### src/rtl/hook_line_ctrl.sv
// -----------------------------------------------------------------------------
// hook_line_ctrl
//   Frame-rate sequencer for the fishing hook. It produces the hook depth
//   (hook_v) and the sprite mode that the bait/hook renderer draws. The block
//   sequences cast, mouse-tracked descent, reel-in, fish-hooked and the
//   catch/escape events. All hook motion happens on frame_tick. State
//   transitions are evaluated on every clock.
//
//   Optional feature: define HOOK_LINE_ESCAPE_EN to let a hooked fish escape
//   after ESCAPE_FRAMES frames without reeling. When the macro is undefined,
//   escape_pulse stays 0 and a hooked fish never escapes.
//
// Ports
//   clk, rst_n    clock, asynchronous active-low reset
//   frame_tick    one-cycle pulse per video frame
//   cast          one-cycle cast request (ignored outside IDLE)
//   reel          level, reel button held
//   bite          one-cycle pulse, fish touched the hook
//   bait_avail    level, player holds bait at cast time
//   mouse_y[9:0]  target depth for tracking
//   hook_v[9:0]   hook top row (registered)
//   mode[1:0]     0 none, 1 hook, 2 hook+bait, 3 hook+fish (registered)
//   busy          state != IDLE
//   bait_used     one-cycle pulse when a bite is accepted
//   catch_pulse   one-cycle pulse when a hooked fish reaches TOP_V
//   escape_pulse  one-cycle pulse when a hooked fish escapes
//   state_dbg     FSM state: 0 IDLE, 1 TRACK, 2 REEL, 3 HOOKED
//
// Handshake: there is no valid/ready flow. Every input is sampled on each
//   rising clock edge. Motion inputs only act in a cycle where frame_tick=1.
//   Every output is a register.
// -----------------------------------------------------------------------------
module hook_line_ctrl #(
    parameter int TOP_V         = 62,
    parameter int BOT_V         = 465,
    parameter int TRACK_STEP    = 4,
    parameter int REEL_STEP     = 6,
    parameter int HOOK_STEP     = 2,
    parameter int ESCAPE_FRAMES = 90
) (
    input  logic       clk,
    input  logic       rst_n,
    input  logic       frame_tick,
    input  logic       cast,
    input  logic       reel,
    input  logic       bite,
    input  logic       bait_avail,
    input  logic [9:0] mouse_y,
    output logic [9:0] hook_v,
    output logic [1:0] mode,
    output logic       busy,
    output logic       bait_used,
    output logic       catch_pulse,
    output logic       escape_pulse,
    output logic [1:0] state_dbg
);

    typedef enum logic [1:0] {
        S_IDLE   = 2'd0,
        S_TRACK  = 2'd1,
        S_REEL   = 2'd2,
        S_HOOKED = 2'd3
    } state_t;

    localparam logic signed [10:0] TOP_S   = 11'(TOP_V);
    localparam logic signed [10:0] BOT_S   = 11'(BOT_V);
    localparam logic signed [10:0] TRK_S   = 11'(TRACK_STEP);
    localparam logic signed [10:0] REEL_S  = 11'(REEL_STEP);
    localparam logic signed [10:0] HOOK_S  = 11'(HOOK_STEP);

    state_t      state, state_n;
    logic [9:0]  hook_n;
    logic [1:0]  mode_n;
    logic        bait_used_n, catch_n, escape_n;
    logic        bite_ok;

    // Signed 11-bit intermediates. A 10-bit value minus a step can go below
    // zero without wrapping.
    logic signed [10:0] hook_s, mouse_s, tgt, diff;
    logic signed [10:0] track_s, reel_s, hooked_s;

`ifdef HOOK_LINE_ESCAPE_EN
    logic [7:0] esc_cnt, esc_cnt_n;
`endif

    // Candidate next depths for each motion type.
    always_comb begin
        hook_s  = signed'({1'b0, hook_v});
        mouse_s = signed'({1'b0, mouse_y});
        tgt     = mouse_s;
        if (mouse_s < TOP_S) tgt = TOP_S;
        if (mouse_s > BOT_S) tgt = BOT_S;
        diff    = tgt - hook_s;
        if (diff > TRK_S)       track_s = hook_s + TRK_S;
        else if (diff < -TRK_S) track_s = hook_s - TRK_S;
        else                    track_s = tgt;
        reel_s   = hook_s - REEL_S;
        if (reel_s < TOP_S) reel_s = TOP_S;
        hooked_s = hook_s - HOOK_S;
        if (hooked_s < TOP_S) hooked_s = TOP_S;
    end

    assign bite_ok = bite && (mode == 2'd2);

    always_comb begin
        state_n     = state;
        hook_n      = hook_v;
        mode_n      = mode;
        bait_used_n = 1'b0;
        catch_n     = 1'b0;
        escape_n    = 1'b0;
`ifdef HOOK_LINE_ESCAPE_EN
        esc_cnt_n   = esc_cnt;
`endif
        case (state)
            S_IDLE: begin
                hook_n = 10'(TOP_V);
                mode_n = 2'd0;
                if (cast) begin
                    state_n = S_TRACK;
                    mode_n  = bait_avail ? 2'd2 : 2'd1;
                end
            end
            S_TRACK: begin
                if (frame_tick) hook_n = track_s[9:0];
                if (bite_ok) begin
                    state_n     = S_HOOKED;
                    mode_n      = 2'd3;
                    bait_used_n = 1'b1;
`ifdef HOOK_LINE_ESCAPE_EN
                    esc_cnt_n   = 8'd0;
`endif
                end else if (reel) begin
                    state_n = S_REEL;
                end
            end
            S_REEL: begin
                if (frame_tick) hook_n = reel_s[9:0];
                // Bite outranks the surface check and the reel release.
                if (bite_ok) begin
                    state_n     = S_HOOKED;
                    mode_n      = 2'd3;
                    bait_used_n = 1'b1;
`ifdef HOOK_LINE_ESCAPE_EN
                    esc_cnt_n   = 8'd0;
`endif
                end else if (hook_v == 10'(TOP_V)) begin
                    state_n = S_IDLE;
                    mode_n  = 2'd0;
                end else if (!reel) begin
                    state_n = S_TRACK;
                end
            end
            S_HOOKED: begin
                if (frame_tick && reel) hook_n = hooked_s[9:0];
                // Reaching the surface outranks an escape in the same cycle.
                if (hook_v == 10'(TOP_V)) begin
                    state_n = S_IDLE;
                    mode_n  = 2'd0;
                    catch_n = 1'b1;
                end
`ifdef HOOK_LINE_ESCAPE_EN
                else if (frame_tick) begin
                    if (reel) begin
                        esc_cnt_n = 8'd0;
                    end else if (esc_cnt == 8'(ESCAPE_FRAMES - 1)) begin
                        esc_cnt_n = 8'd0;
                        escape_n  = 1'b1;
                        state_n   = S_TRACK;
                        mode_n    = 2'd1;
                    end else begin
                        esc_cnt_n = esc_cnt + 8'd1;
                    end
                end
`endif
            end
            default: state_n = S_IDLE;
        endcase
    end

    always_ff @(posedge clk or negedge rst_n) begin
        if (!rst_n) begin
            state        <= S_IDLE;
            hook_v       <= 10'(TOP_V);
            mode         <= 2'd0;
            bait_used    <= 1'b0;
            catch_pulse  <= 1'b0;
            escape_pulse <= 1'b0;
        end else begin
            state        <= state_n;
            hook_v       <= hook_n;
            mode         <= mode_n;
            bait_used    <= bait_used_n;
            catch_pulse  <= catch_n;
            escape_pulse <= escape_n;
        end
    end

`ifdef HOOK_LINE_ESCAPE_EN
    always_ff @(posedge clk or negedge rst_n) begin
        if (!rst_n) esc_cnt <= 8'd0;
        else        esc_cnt <= esc_cnt_n;
    end
`endif

    assign busy      = (state != S_IDLE);
    assign state_dbg = state;

endmodule

### config.mk
export PLATFORM = sky130hd
export DESIGN_NAME = hook_line_ctrl
export DESIGN_NICKNAME = d
export VERILOG_FILES = /design/src/rtl/hook_line_ctrl.sv
export SDC_FILE = /design/constraint.sdc
export NUM_CORES = 1
export LEC_CHECK = 0
export CORE_MARGIN = 2
export CORE_UTILIZATION = 39
export CTS_BUF_LIST = sky130_fd_sc_hd__clkbuf_4 sky130_fd_sc_hd__clkbuf_8
export CTS_CLUSTER_DIAMETER = 200
export DETAILED_ROUTE_END_ITERATION = 10
export DONT_BUFFER_PORTS = 1
export SYNTH_ARGS = -nofsm -noshare
export SYNTH_HDL_FRONTEND = slang
export SYNTH_SLANG_ARGS = --single-unit
### constraint.sdc
create_clock -name clk -period 4.4 [get_ports clk]
set_input_delay 0.88 -clock clk [delete_from_list [all_inputs] [get_ports clk]]
set_output_delay 0.88 -clock clk [all_outputs]
set_load 0.01 [all_outputs]
### After elaboration in Yosys (flattened, before gate mapping)

Cells that the tools add are included.

* shift-type cells: 0
* muxes and demuxes: 28
* reductions and logical operators: 7
* order comparisons: 6
* multiply operators: 0
* bitwise logic cells: 0
* $add $sub $neg: 5
* divide/modulo/power cells: 0
* equality and inequality tests: 13

Operators with widths (number)
* 2-to-1 mux 10 bit: 9
* case mux 10 bit (4 select lines): 1
* 2-to-1 mux 2 bit: 12
* less-than comparator 11 x 7 -> 1 bit, second input constant: 2
* case mux 2 bit (4 select lines): 2
* != test 2 bit, second input constant: 6
* greater-than comparator 11 x 4 -> 1 bit, second input constant: 1
* less-than comparator 11 x 3 -> 1 bit, second input constant: 1
* subtractor 10 x 2 -> 11 bit, second input constant: 1
* subtractor 10 x 3 -> 11 bit, second input constant: 1
* subtractor 11 bit: 1
* adder 10 x 3 -> 10 bit, second input constant: 1
* equality test 10 x 6 -> 1 bit, second input constant: 1
* greater-than comparator 10 x 9 -> 1 bit, second input constant: 1
* less-than comparator 10 x 6 -> 1 bit, second input constant: 1
* subtractor 10 x 3 -> 10 bit, second input constant: 1
* equality test 2 bit, second input constant: 3
* 2-to-1 mux 1 bit: 4
* != test 4 bit, second input constant: 1
* AND reduction 4 bit: 1
* != test 3 bit, second input constant: 1
* AND reduction 3 bit: 1
* equality test 2 x 1 -> 1 bit, second input constant: 1
* logical AND 1 bit: 2
* 3 further kinds: 3

* output and inout bits: 18
* bits in read-only memories: 0
* input port bits: 17
* latch bits: 0
* logic and storage cells: 64
* bits in writable memories: 0
* memories kept: 0
* flip-flop bits (word level): 16

### Longest topological paths before layout

Gate-level depths: netlist of the first run.

* depth in word-level cells: 9
* depth in mapped cells: 17
* gate-level depth less buffers: 17

### Worst setup path after synthesis of the first run

OpenSTA, ideal clock, no wires.

* path type: input to register
* start: input mouse_y[9]
* end: register hook_v[0]
* arrival: 4.458 ns
* buffers on the path: 0
* cell stages on the path: 17
* setup slack: -0.179 ns
* required time: 4.279 ns
* setup time: 0.121 ns
* cells stage by stage: nor2_1 inv_1 nor3_1 o21ai_0 a21boi_0 ha_1 inv_1 fa_1 nor2b_1 or4b_1 nand3_1 nand3b_1 or4b_4 nor3_4 nor2_2 a211o_1 a22o_1

* cells in the longest elaborated chain, start to end: 9
* elaborated cells between the ends (all ways): 11
* those cells by class: add/sub (1); order compare (4); mux (6)

Ends and longest elaborated chain
* from (decl): line 48 `input logic [9:0] mouse_y,`
* less-than comparator 10 x 6 -> 1 bit: line 91 `if (mouse_s < TOP_S) tgt = TOP_S;`
* 2-to-1 mux 10 bit: line 91
* 2-to-1 mux 10 bit (*): line 92 `if (mouse_s > BOT_S) tgt = BOT_S;`
* subtractor 11 bit: line 93 `diff = tgt - hook_s;`
* less-than comparator 11 x 3 -> 1 bit: line 95 `else if (diff < -TRK_S) track_s = hook_s - TRK_S;`
* 2-to-1 mux 10 bit: line 95
* 2-to-1 mux 10 bit (*): line 94 `if (diff > TRK_S) track_s = hook_s + TRK_S;`
* 2-to-1 mux 10 bit (*): line 125 `if (frame_tick) hook_n = track_s[9:0];`
* case mux 10 bit (4 select lines) (*): line 115 `case (state)`
* to (signal assigned): line 184 `hook_v <= 10'(TOP_V);`
* to (signal assigned): line 191 `hook_v <= hook_n;`
* to (decl): line 49 `output logic [9:0] hook_v,`

Every way passes the cells marked *; elsewhere a longest branch is shown, timed or not. The select of a mux whose other input is x is not followed.
A chain may end at the register's enable or synchronous reset.

### Worst setup path after layout of the first run

* start: input mouse_y[2]
* end: register hook_v[0]

The elaborated chain is that of the path after synthesis.

==> key figures, run 1 <==
Status
  • Status: finished clean

Logic synthesis
  • Post-synth EDFFs: 0
  • Post-synth top cells: 29 x nand2_1, 25 x a21oi_1, 25 x nor2_1, 23 x ha_1, 23 x o21ai_0
  • Distinct cell type count after synthesis: 69
  • Post-Syn Instances: 354
  • Warnings from Yosys: 0
  • Seq/Total Area, Yosys: 15.60%
  • Post-synth ARST share: 100.0%
  • Post-synth top area cell: ha_1
  • Synthesized flop and latch total: 16
  • Synth top area cells: ha_1 11%, dfrtp_1 11%, dfstp_2 5.0%
  • Cell Area, Synth: 2606 um^2
  • Top FF cell, synth: dfrtp_1
  • Count leader, synth: nand2_1
  • Syn Area/Cell: 7.362 um^2
  • Synth top area share: 11.04%

Critical path
  • R2R Setup Slk: 0.63 ns
  • Critical Path AT: 4.30 ns
  • Reg-to-Reg End: hook_v[0]$_DFFE_PN0P_
  • Worst r2r src: hook_v[3]$_DFFE_PN1P_
  • Worst path max stage delay: 0.53 ns
  • Crit path capture: hook_v[0]$_DFFE_PN0P_
  • WP buf/inv: 1
  • Critical path class: input pin to flip-flop
  • Cell depth of the worst flop-to-flop path: 11
  • Crit-path max FO: 4
  • WP data required: 4.56 ns
  • Ordered cell list for the critical path: o31ai_1 -> nand2b_1 -> a41oi_2 -> a21boi_2 -> ha_2 -> inv_1 -> fa_1 -> nor2b_1 -> or4b_1 -> nand3_1 -> nand3b_1 -> or4b_4 -> nor3_4 -> nor2_2 -> a211o_1 -> a22o_1
  • Type of origin of the critical path: input pin
  • Crit. Startpoint: mouse_y[2]
  • Crit path max-delay family: simple AND/OR/NAND/NOR gates
  • Crit. path cell count: 16
  • Slowest-stage cell, CP: or4b_4
  • Worst Setup End Kind: flip-flop

Die
  • Initial Utilization: 40.58%
  • Die H: 85.75 um
  • DIE WIDTH: 85.75 um
  • Std-Cell Rows: 29
  • # IOs: 35
  • Full die area: 7352 um^2
  • CORE AREA: 6422 um^2

Final layout
  • Layout cells sized above 1: 14.64%
  • Layout area overhead: 9.938%
  • NumNets Final: 404
  • Reg area: 406.6 um^2
  • Footprint of the multi-input gates: 2067 um^2
  • Count of filler cells inserted in the layout: 656
  • Diodes inserted: 0

Route
  • Routed WL: 8.206 mm
  • Antenna Violating Nets Remaining: 0
  • Total number of vias: 2,814
  • Vias per cell: 6.410
  • Post-DR wirelength/cell: 18.69 um
  • Pre-Repair DR Iteration Count: 5
  • Drc violations: 0
  • Starting DRT DRC Count: 213

STA
  • Final hold viol count: 0
  • Finish-stage setup viols: 0
  • Worst-margin pin slew: 0.6285 ns
  • Relative slew slack: 57.66%
  • Final worst slack: 0.2532 ns
  • Minimum clock period: 4.147 ns
  • Max Slew Vio Count: 0
  • RSZ-0062 raised after global routing: false
  • Fmax achieved: 241.1 MHz
  • Crit share post-route: 94.25%
  • Worst Skew: 0.007306 ns
  • Final setup TNS: 0 ns

Clock network
  • Clk sink count: 16
  • Clock slew at reported path FFs: 0.08 ns
  • Clock Path Buffers: 2
  • H-Tree Depth: 1
  • Post-CTS sizing: 0
  • CTS tree: built
  • CTS Buf Count: 3
  • CTS Hold Bufs: 0
  • Worst-skew pair later-pin latency: 0.26 ns
  • Root buffer cell: clkbuf_8
  • Setup Fix Bufs, Post-CTS: 0

Global routing
  • GRT Util Overall: 22.75%
  • Global-route wire length before repair: 13.46 mm
  • Vias in the first global route: 2,637
  • Total grt overflow: 0
  • Largest net degree at the start of global routing: 17
  • Initial antenna violation count: 0

Power
  • Pwr/cell area: 720.3 nW/um^2
  • Worst vdd ir: 438.9 uV
  • Lkg Pwr: 1.201 nW

Flow run
  • Max Cap Violations: 0

Placement
  • PortBufs: 0
  • Hpwl dp: 6.444 mm
  • GP Congestion: 0.9137
  • Place WS: -0.03221 ns

Hold path
  • Hold/Removal Path Class: input pin to async pin
==> routing by layer <==
metal  global-route usage (%)  part of all wire (%)  vias up
met5                        0                     0        -
met4                    6.638                   2.5        0
met3                    4.331                   7.4       22
met2                    36.29                    45      131
met1                    31.28                    45     1324
li1                         -                     -     1337
==> kinds of logic after synthesis <==
family | share of synthesized area (%)
xor+xnor | 4.033
compound gates | 33.65
mux | 2.784
simple gates | 25.78
flops | 15.60
buf+inv | 6.193
other cells | 0.1439
fa+ha+maj | 11.81
==> worst min-delay path by stage <==
stage	slack [ns]	from	endpoint	depth (start not counted)
2_1_floorplan	0.56	state_dbg[1]$_DFFE_PN0P_	state_dbg[1]$_DFFE_PN0P_	1
3_3_place_gp	0.59	rst_n	hook_v[8]$_DFFE_PN0P_	0
3_5_place_dp	0.59	rst_n	catch_pulse$_DFF_PN0_	0
4_1_cts	0.31	rst_n	state_dbg[0]$_DFFE_PN0P_	0
5_1_grt	0.29	rst_n	catch_pulse$_DFF_PN0_	0
6_report	0.30	rst_n	hook_v[7]$_DFFE_PN0P_	0
==> cells in the final DEF, fill, tap and decap left out, types with 3 or more instances in the layout <==
cell type  count
o31ai_1        6
dfrtp_1       11
inv_1         22
mux2i_1        5
clkbuf_8       4
nor2b_1        4
xnor2_1        7
a31oi_1        3
buf_4         20
nor3b_1        4
o221ai_1       4
and3_1         5
nand4_1        4
nand3_1       11
a211oi_1       4
nand2_1       29
o21ai_0       23
a21oi_1       25
o221a_2        3
a221oi_1       3
a2bb2oi_1      4
or2_2          4
xor2_1         5
nand2b_1       6
o22ai_1       10
ha_1          22
or3_1          3
o21a_1         9
nor3_1        14
a21o_1         7
a32oi_1        4
nand3b_1       3
dfstp_2        5
nor2_1        25
==> flip-flops by register name, indices dropped and copies added, names as in the netlist <==
signal	count
catch_pulse	1
hook_v	10
state_dbg	2
bait_used	1
mode	2
==> worst reg2reg max path: cells and delay by family (launching register included) <==
| family | cells | cell delay [ns] |
|---|---|---|
| flops | 1 | 0.74 |
| compound gates | 2 | 0.53 |
| fa+ha+maj | 1 | 0.53 |
| simple gates | 6 | 1.48 |
| buf+inv | 2 | 0.39 |
==> through the flow <==
step / cells / power, mW / util, % / area [um^2] / hold WS, ns
2_1_floorplan: 355 / 1.479 / - / 2626 / 0.5613
6_report: 439 / 2.064 / 44.61 / 2865 / 0.3043
4_1_cts: 439 / 2.029 / 44.48 / 2856 / 0.3065
5_1_grt: 439 / 2.242 / 44.61 / 2865 / 0.2948
3_3_place_gp: 435 / 1.887 / 43.62 / 2801 / 0.5850
3_5_place_dp: 435 / 1.884 / 43.62 / 2801 / 0.5851
==> report_power, final <==
part | switching (mW) | internal (mW)
clock | 0.0608 | 0.0797
combinational | 0.932 | 0.611
sequential | 0.156 | 0.224
==> cell type report <==
type	count	share of cell area, %
multi-input combinational	298	72.14
inverter	24	3.144
clock buffer	4	1.921
tap	77	3.362
sequential	16	14.19
timing repair buffer	20	5.240
Power figures use the tool's default switching activity.
==> inputs of run 2 (changes only) <==
Settings changed: CTS_CLUSTER_DIAMETER 200 to unset.
==> results of run 2 <==
No change in the layout: final DEF, timing and power equal those of run 1.
